## src/rtl/systolic_pkg.sv

```systemverilog
// Shared types and default sizing for the systolic array sequencer.
// No logic; imported by the sequencer top.
package systolic_pkg;

  typedef enum logic [2:0] {
    IDLE,
    CLEAR,
    FEED,
    FLUSH,
    DRAIN,
    DONE
  } seq_state_t;

  localparam int SA_N  = 4;
  localparam int SA_KW = 8;
  localparam int SA_AW = 8;

endpackage

```

## src/rtl/skew_line.sv

```systemverilog
// DEPTH-stage valid shift register, one tap per stage (tap i = din delayed i+1 cycles).
// One cycle per stage; no backpressure, free-running.
module skew_line #(
  parameter int DEPTH = 4
) (
  input  logic             clk,
  input  logic             rst,
  input  logic             din,
  output logic [DEPTH-1:0] taps
);

  always_ff @(posedge clk or negedge rst) begin
    if (!rst) begin
      taps <= '0;
    end else begin
      taps <= {taps[DEPTH-2:0], din};
    end
  end

endmodule

```

## src/rtl/systolic_seq.sv

```systemverilog
// Tile sequencer for an NxN output-stationary systolic array: clear, skewed feed, flush, row drain, done.
// Tile takes k+3N+1 cycles after the accepting edge; start is ignored while busy (no queueing).
module systolic_seq
  import systolic_pkg::*;
#(
  parameter int N  = SA_N,
  parameter int KW = SA_KW,
  parameter int AW = SA_AW
) (
  input  logic                 clk,
  input  logic                 rst,
  input  logic                 start,
  input  logic [KW-1:0]        cfg_k,
  output logic                 busy,
  output logic                 done,
  output logic                 a_rd_en,
  output logic                 b_rd_en,
  output logic [AW-1:0]        a_rd_addr,
  output logic [AW-1:0]        b_rd_addr,
  output logic [N-1:0]         a_vld,
  output logic [N-1:0]         b_vld,
  output logic                 pe_clr,
  output logic                 out_vld,
  output logic [$clog2(N)-1:0] out_row
);

  localparam int RW = $clog2(N);
  // One counter serves FEED steps, FLUSH cycles (up to 2N-2) and DRAIN rows.
  localparam int CW = (KW > $clog2(2 * N)) ? KW : $clog2(2 * N);
  localparam logic [CW-1:0] FLUSH_LAST = CW'(2 * N - 2);
  localparam logic [CW-1:0] DRAIN_LAST = CW'(N - 1);

  seq_state_t    state;
  logic [CW-1:0] cnt;
  logic [KW-1:0] k_q;

  always_ff @(posedge clk or negedge rst) begin
    if (!rst) begin
      state <= IDLE;
      cnt   <= '0;
      k_q   <= '0;
    end else begin
      case (state)
        IDLE: begin
          if (start) begin
            if (cfg_k != '0) begin
              k_q   <= cfg_k;
              state <= CLEAR;
            end else begin
              state <= DONE;
            end
          end
        end
        CLEAR: begin
          cnt   <= '0;
          state <= FEED;
        end
        FEED: begin
          if (cnt[KW-1:0] == k_q - 1'b1) begin
            cnt   <= '0;
            state <= FLUSH;
          end else begin
            cnt <= cnt + 1'b1;
          end
        end
        FLUSH: begin
          if (cnt == FLUSH_LAST) begin
            cnt   <= '0;
            state <= DRAIN;
          end else begin
            cnt <= cnt + 1'b1;
          end
        end
        DRAIN: begin
          if (cnt == DRAIN_LAST) begin
            cnt   <= '0;
            state <= DONE;
          end else begin
            cnt <= cnt + 1'b1;
          end
        end
        DONE: begin
          state <= IDLE;
        end
        default: begin
          cnt   <= '0;
          state <= IDLE;
        end
      endcase
    end
  end

  // All outputs decode registered state, so async reset zeroes them immediately.
  assign busy      = (state != IDLE);
  assign done      = (state == DONE);
  assign pe_clr    = (state == CLEAR);
  assign a_rd_en   = (state == FEED);
  assign b_rd_en   = (state == FEED);
  assign a_rd_addr = a_rd_en ? AW'(cnt[KW-1:0]) : '0;
  assign b_rd_addr = b_rd_en ? AW'(cnt[KW-1:0]) : '0;
  assign out_vld   = (state == DRAIN);
  assign out_row   = out_vld ? cnt[RW-1:0] : '0;

  skew_line #(.DEPTH(N)) u_skew_a (
    .clk  (clk),
    .rst  (rst),
    .din  (a_rd_en),
    .taps (a_vld)
  );

  skew_line #(.DEPTH(N)) u_skew_b (
    .clk  (clk),
    .rst  (rst),
    .din  (b_rd_en),
    .taps (b_vld)
  );

endmodule

```

## config.mk

```make
export PLATFORM = sky130hd
export DESIGN_NAME = systolic_seq
export DESIGN_NICKNAME = d
export VERILOG_FILES = /design/src/rtl/systolic_pkg.sv /design/src/rtl/skew_line.sv /design/src/rtl/systolic_seq.sv
export SDC_FILE = /design/constraint.sdc
export NUM_CORES = 1
export LEC_CHECK = 0
export ABC_AREA = 1
export CORE_ASPECT_RATIO = 0.75
export CORE_UTILIZATION = 54
export CTS_BUF_LIST = sky130_fd_sc_hd__clkbuf_4 sky130_fd_sc_hd__clkbuf_8 sky130_fd_sc_hd__clkbuf_16
export CTS_CLUSTER_SIZE = 20
export DETAILED_ROUTE_END_ITERATION = 7
export PLACE_DENSITY = 0.86
export SYNTH_ARGS = -nofsm -noshare
export SYNTH_HDL_FRONTEND = slang
export SYNTH_SLANG_ARGS = --single-unit
```

## constraint.sdc

```tcl
create_clock -name clk -period 3.1 [get_ports clk]
set_clock_uncertainty 0.1 [all_clocks]
set_input_delay 0.62 -clock clk [delete_from_list [all_inputs] [get_ports clk]]
set_output_delay 0.62 -clock clk [all_outputs]
set_load 0.02 [all_outputs]
```

======== Yosys cells after proc, flatten, opt, wreduce, memory -nomap -nowiden ========
Index checks and enable logic that the tools add are counted.
operators by class
  reductions and logical operators ........ 6
  multiplexer cells ....................... 12
  equal/unequal tests ..................... 12
  $add $sub $neg .......................... 2
operator list
  cell                   number
  $mux W8                4
  $pmux W8 S4            1
  $mux W3                5
  $pmux W3 S5            1
  $add A8 B1 Y8 const B  1
  $eq A8 B2 Y1 const B   1
  $eq A8 B3 Y1 const B   1
  $eq A8 B8 Y1           1
  $reduce_bool A8 Y1     1
  $sub A8 B1 Y8 const B  1
  $eq A3 B2 Y1 const B   2
  $eq A3 B3 Y1 const B   2
  $ne A2 B1 Y1 const B   2
  $ne A2 B2 Y1 const B   2
  $reduce_and A4 Y1      1
  $eq A3 B1 Y1 const B   1
  $logic_not A3 Y1       1
  $reduce_and A3 Y1      1
  $reduce_bool A3 Y1     1
  $mux W2                1
  $reduce_or A2 Y1       1
word-level totals
  input bits .............................. 11
  register bits after elaboration ......... 27
  output and inout bits ................... 32

======== Depth between registers and ports, before layout ========
  depth after elaboration ................. 4
  gate-level depth with buffers ........... 15
  depth with buffers taken out ............ 15

======== By module ========
A second synthesis with hierarchy kept.
second synthesis, totals
  cells, all modules ...................... 256
  area, all modules ....................... 1838.0 um^2
by module, submodules not included
  module        area an instance (um^2)  instances  seq. area each (um^2)  cells an instance
  systolic_seq  1637.8                   1          475.5                  248
  skew_line     100.1                    2          100.1                  4

======== Worst setup path before layout ========
OpenSTA, ideal clock, no wires.
  kind .................................... register -> output
  from .................................... register state[2]
  to ...................................... output b_rd_addr[5]
  arrival time ............................ 1.490 ns
  stages on the path, launching flop included .. 6
  data required time ...................... 2.380 ns
  path slack .............................. 0.890 ns
  cell sequence ........................... dfrtp_1 > buf_2 > nor3_1 > clkinv_1 > nor2_1 > buf_4
between the ends
  cells in the longest elaborated chain, start to end .. 2
RTL lines
  item                      RTL line            RTL
  start: declaration        systolic_seq.sv:33  seq_state_t state;
  start signal: assignment  systolic_seq.sv:39  state <= IDLE;
  start signal: assignment  systolic_seq.sv:48  state <= CLEAR;
  start signal: assignment  systolic_seq.sv:50  state <= DONE;
  $eq A3 B2 Y1              n/a
  $mux W8                   n/a
  end: declaration          systolic_seq.sv:19  output logic [AW-1:0] b_rd_addr,
No other way between the ends.

======== Worst setup path in the final report ========
  from .................................... register state[2]
  to ...................................... output a_rd_addr[0]
between the ends
  cells in the longest elaborated chain, start to end .. 2
RTL lines
  item              RTL line            RTL
  $eq A3 B2 Y1      systolic_seq.sv:97  assign a_rd_en = (state == FEED);
  $mux W8           systolic_seq.sv:99  assign a_rd_addr = a_rd_en ? AW'(cnt[KW-1:0]) : '0;
  end: declaration  systolic_seq.sv:18  output logic [AW-1:0] a_rd_addr,
No other way between the ends.

==> results.ini <==
[synthesis]
synth_cells = 270
synth.area.top_cells = dfrtp_1, nand2_1, nand3_1
yosysTopAreaCellShare = 0.323
synth_fp_nets = 284
synth_mux_area_frac = 0
synthSimpleGateAreaFrac = 0.394
ys_seq_area_frac = 0.323
ys.flop_type = dfrtp_1
synth_xor_area_frac = 0.0442
yosys_warnings = 0
synthAdderAreaFrac = 0.0210
ys_async_sr_fraction = 1.00
synth_top_family_by_area = simple AND/OR/NAND/NOR gates
ys_types = 26
synth_top_cell_by_area = dfrtp_1
synth-edff-count = 0
ys_ff_latch = 23
synth_compound_area_frac = 0.0624
synth_area_um2 = 1780
avgSynthCellArea_um2 = 6.61
yosysMostFrequentCell = nand2_1
ys_top_cells_by_count = nand2_1, nand3_1, inv_1, nor2_1, dfrtp_1

[drt]
dr.first_iter.drc_count = 112
ant_nets = 0
dr.pass1.iters = 5
vias = 1814
wl_per_cell_um = 12.7
wirelength_um = 4280
drc = 0
routed_via_density = 5.40

[cts]
cts_made_buffers = 3
cts_tree = done
postCtsSetupBuffers = 0
hold_buffers = 0
post_cts_resized = 0
root_buffer = clkbuf_8
path_clk_slew_ns = 0.08
clkLatencyLatePin_ns = 0.27
htreeDepth = 1
cts.sinks = 23
clock_path_buffers = 2

[die]
rows = 17
ios = 43
chipWidth_um = 68.4
die_area_um2 = 3540
start_util = 0.587
core_area_um2 = 3040
die_h_um = 51.8

[layout]
diodes = 0
instances_no_fill = 336
layout.nets = 313
fin_util = 0.714
area_delta_synth_final_pct = 21.7
drive_gt1_frac = 0.0671

[timing]
worst_slack_ns = 0.165
final_hold_viol_count = 0
relSlewSlack = 0.545
finalSetupViolCount = 0
finalCritPeriodShare = 0.947
min_period_ns = 2.93
rsz0062_at_grt = no
tns_ns = 0
slew_viol_final = 0
tightest_slew_ns = 0.678
fmax_ghz = 0.341

[critical_path]
cp_num_buf_inv = 2
crit_required_ns = 2.38
end_kind = output port
cp-start-kind = flop
path_class = flop to output port
slowest_stage = clkdlybuf4s50_1
critical_path_arrival_ns = 2.21
worst-path-max-fanout = 9
crit_chain = nor3_1 > clkinv_1 > nor2_1 > clkdlybuf4s50_1
path_depth = 4
cp_top_family = buffers and inverters
max_stage_delay_ns = 0.64
reg2regPathDepth = 11

[global_route]
grt_max_degree = 24
top_usage_layer = met2
grt_pass1_wl_um = 7450
grt_use_met3 = 0.0570
use_met1 = 0.389
grt_overflow = 0
antenna_found_initial = 0
first_global_vias = 1723
grt.met2_usage = 0.448
grt_util_all_layers = 0.285

[placed_design]
post-place-cells = 332
gp_congestion = 0.919
place_ws_ns = 0.499
port_buffers = 42
dpl.hpwl_um = 3250

[pwr]
ir_drop_mv = 0.526
power_mw = 1.72
power_per_cell_area_nw_per_um2 = 791
leakagePower_nw = 1.05

[run_status]
status = completed

[job]
drv_cap = 0

[worst_hold_path]
min_path_type = flop to flop
hold_depth = 0

-- per-stage QoR --
step                hold WS (ns)  area, um^2
global route               0.335        2170
global placement           0.295        2120
CTS                        0.315        2170
finish                     0.313        2170
floorplan                  0.224        1780
detailed placement         0.291        2120
-- layout by cell type, fill, tap and decap left out --
master,netlist,final
nand2_1,68,68
nand2_2,3,3
o21bai_1,1,1
nor2_1,31,31
a31oi_1,1,1
a21oi_1,9,9
nand3_1,38,38
nor3_1,1,1
clkdlybuf4s50_1,0,42
clkinv_1,1,1
nand4_1,5,5
clkbuf_8,0,3
nand3_2,1,1
nor4_1,3,3
inv_2,3,3
dfrtp_1,23,23
ha_1,3,3
xnor2_1,2,2
buf_4,17,2
clkinv_2,0,1
xor2_1,7,7
o31ai_1,1,1
nor4_2,1,1
o21ai_0,8,8
nor2_2,6,6
o21ai_1,1,1
inv_1,32,32
nand3b_1,1,1
-- flip-flops by register name, summed over array words and instances (netlist names) --
signal	cells
cnt	8
k_q	8
state	3
u_skew_b.taps	3
u_skew_a.taps	1
-- kinds of logic (layout without fill, tap and decap cells) --
family          Yosys count  count (layout)
compound gates           21              21
xor+xnor                  9               9
fa+ha+maj                 3               3
buf+inv                  56              84
flops                    23              23
simple gates            158             158
-- worst register-to-register path: stages, from the launching register on --
cell     delay [ns]
dfrtp_1        0.41
inv_1          0.20
ha_1           0.29
nand2_1        0.09
nor2_2         0.10
nand3_1        0.10
nand3_1        0.10
nand2_1        0.08
nor2_2         0.11
nand3_2        0.18
nand3_1        0.14
nand3_1        0.07
-- power breakdown --
group,switching [mW],leakage (nW),internal (mW)
clock network,0.102,0.0255,0.0900
registers,0.123,0.289,0.405
logic,0.620,0.739,0.376
-- routing by layer --
layer  wire (um)  vias up
met2        1880       87
met1        1990      817
met3         377        7
li1            -      903
met5           0        -
met4          40        0
-- final timing paths --
path / slack, ns / endpoint / startpoint
max: 0.17 / a_rd_addr[0] / state[2]
min: 0.31 / u_skew_b.taps[2] / u_skew_b.taps[1]
max reg2reg: 1.03 / cnt[0] / k_q[0]
min reg2reg: 0.31 / u_skew_b.taps[2] / u_skew_b.taps[1]
max in group asynchronous: 2.07 / k_q[3] / rst
min in group asynchronous: 0.60 / cnt[6] / rst
-- cell type report --
type / instances / area, um^2
tap: 38 / 47.5
fill: 259 / 871
clock buffer: 3 / 41.3
timing repair buffer: 44 / 435
sequential: 23 / 576
inverter: 36 / 135
multi-input combinational: 191 / 931
clock inverter: 1 / 5.00
Note: power is estimated with default switching activity, not from simulation.
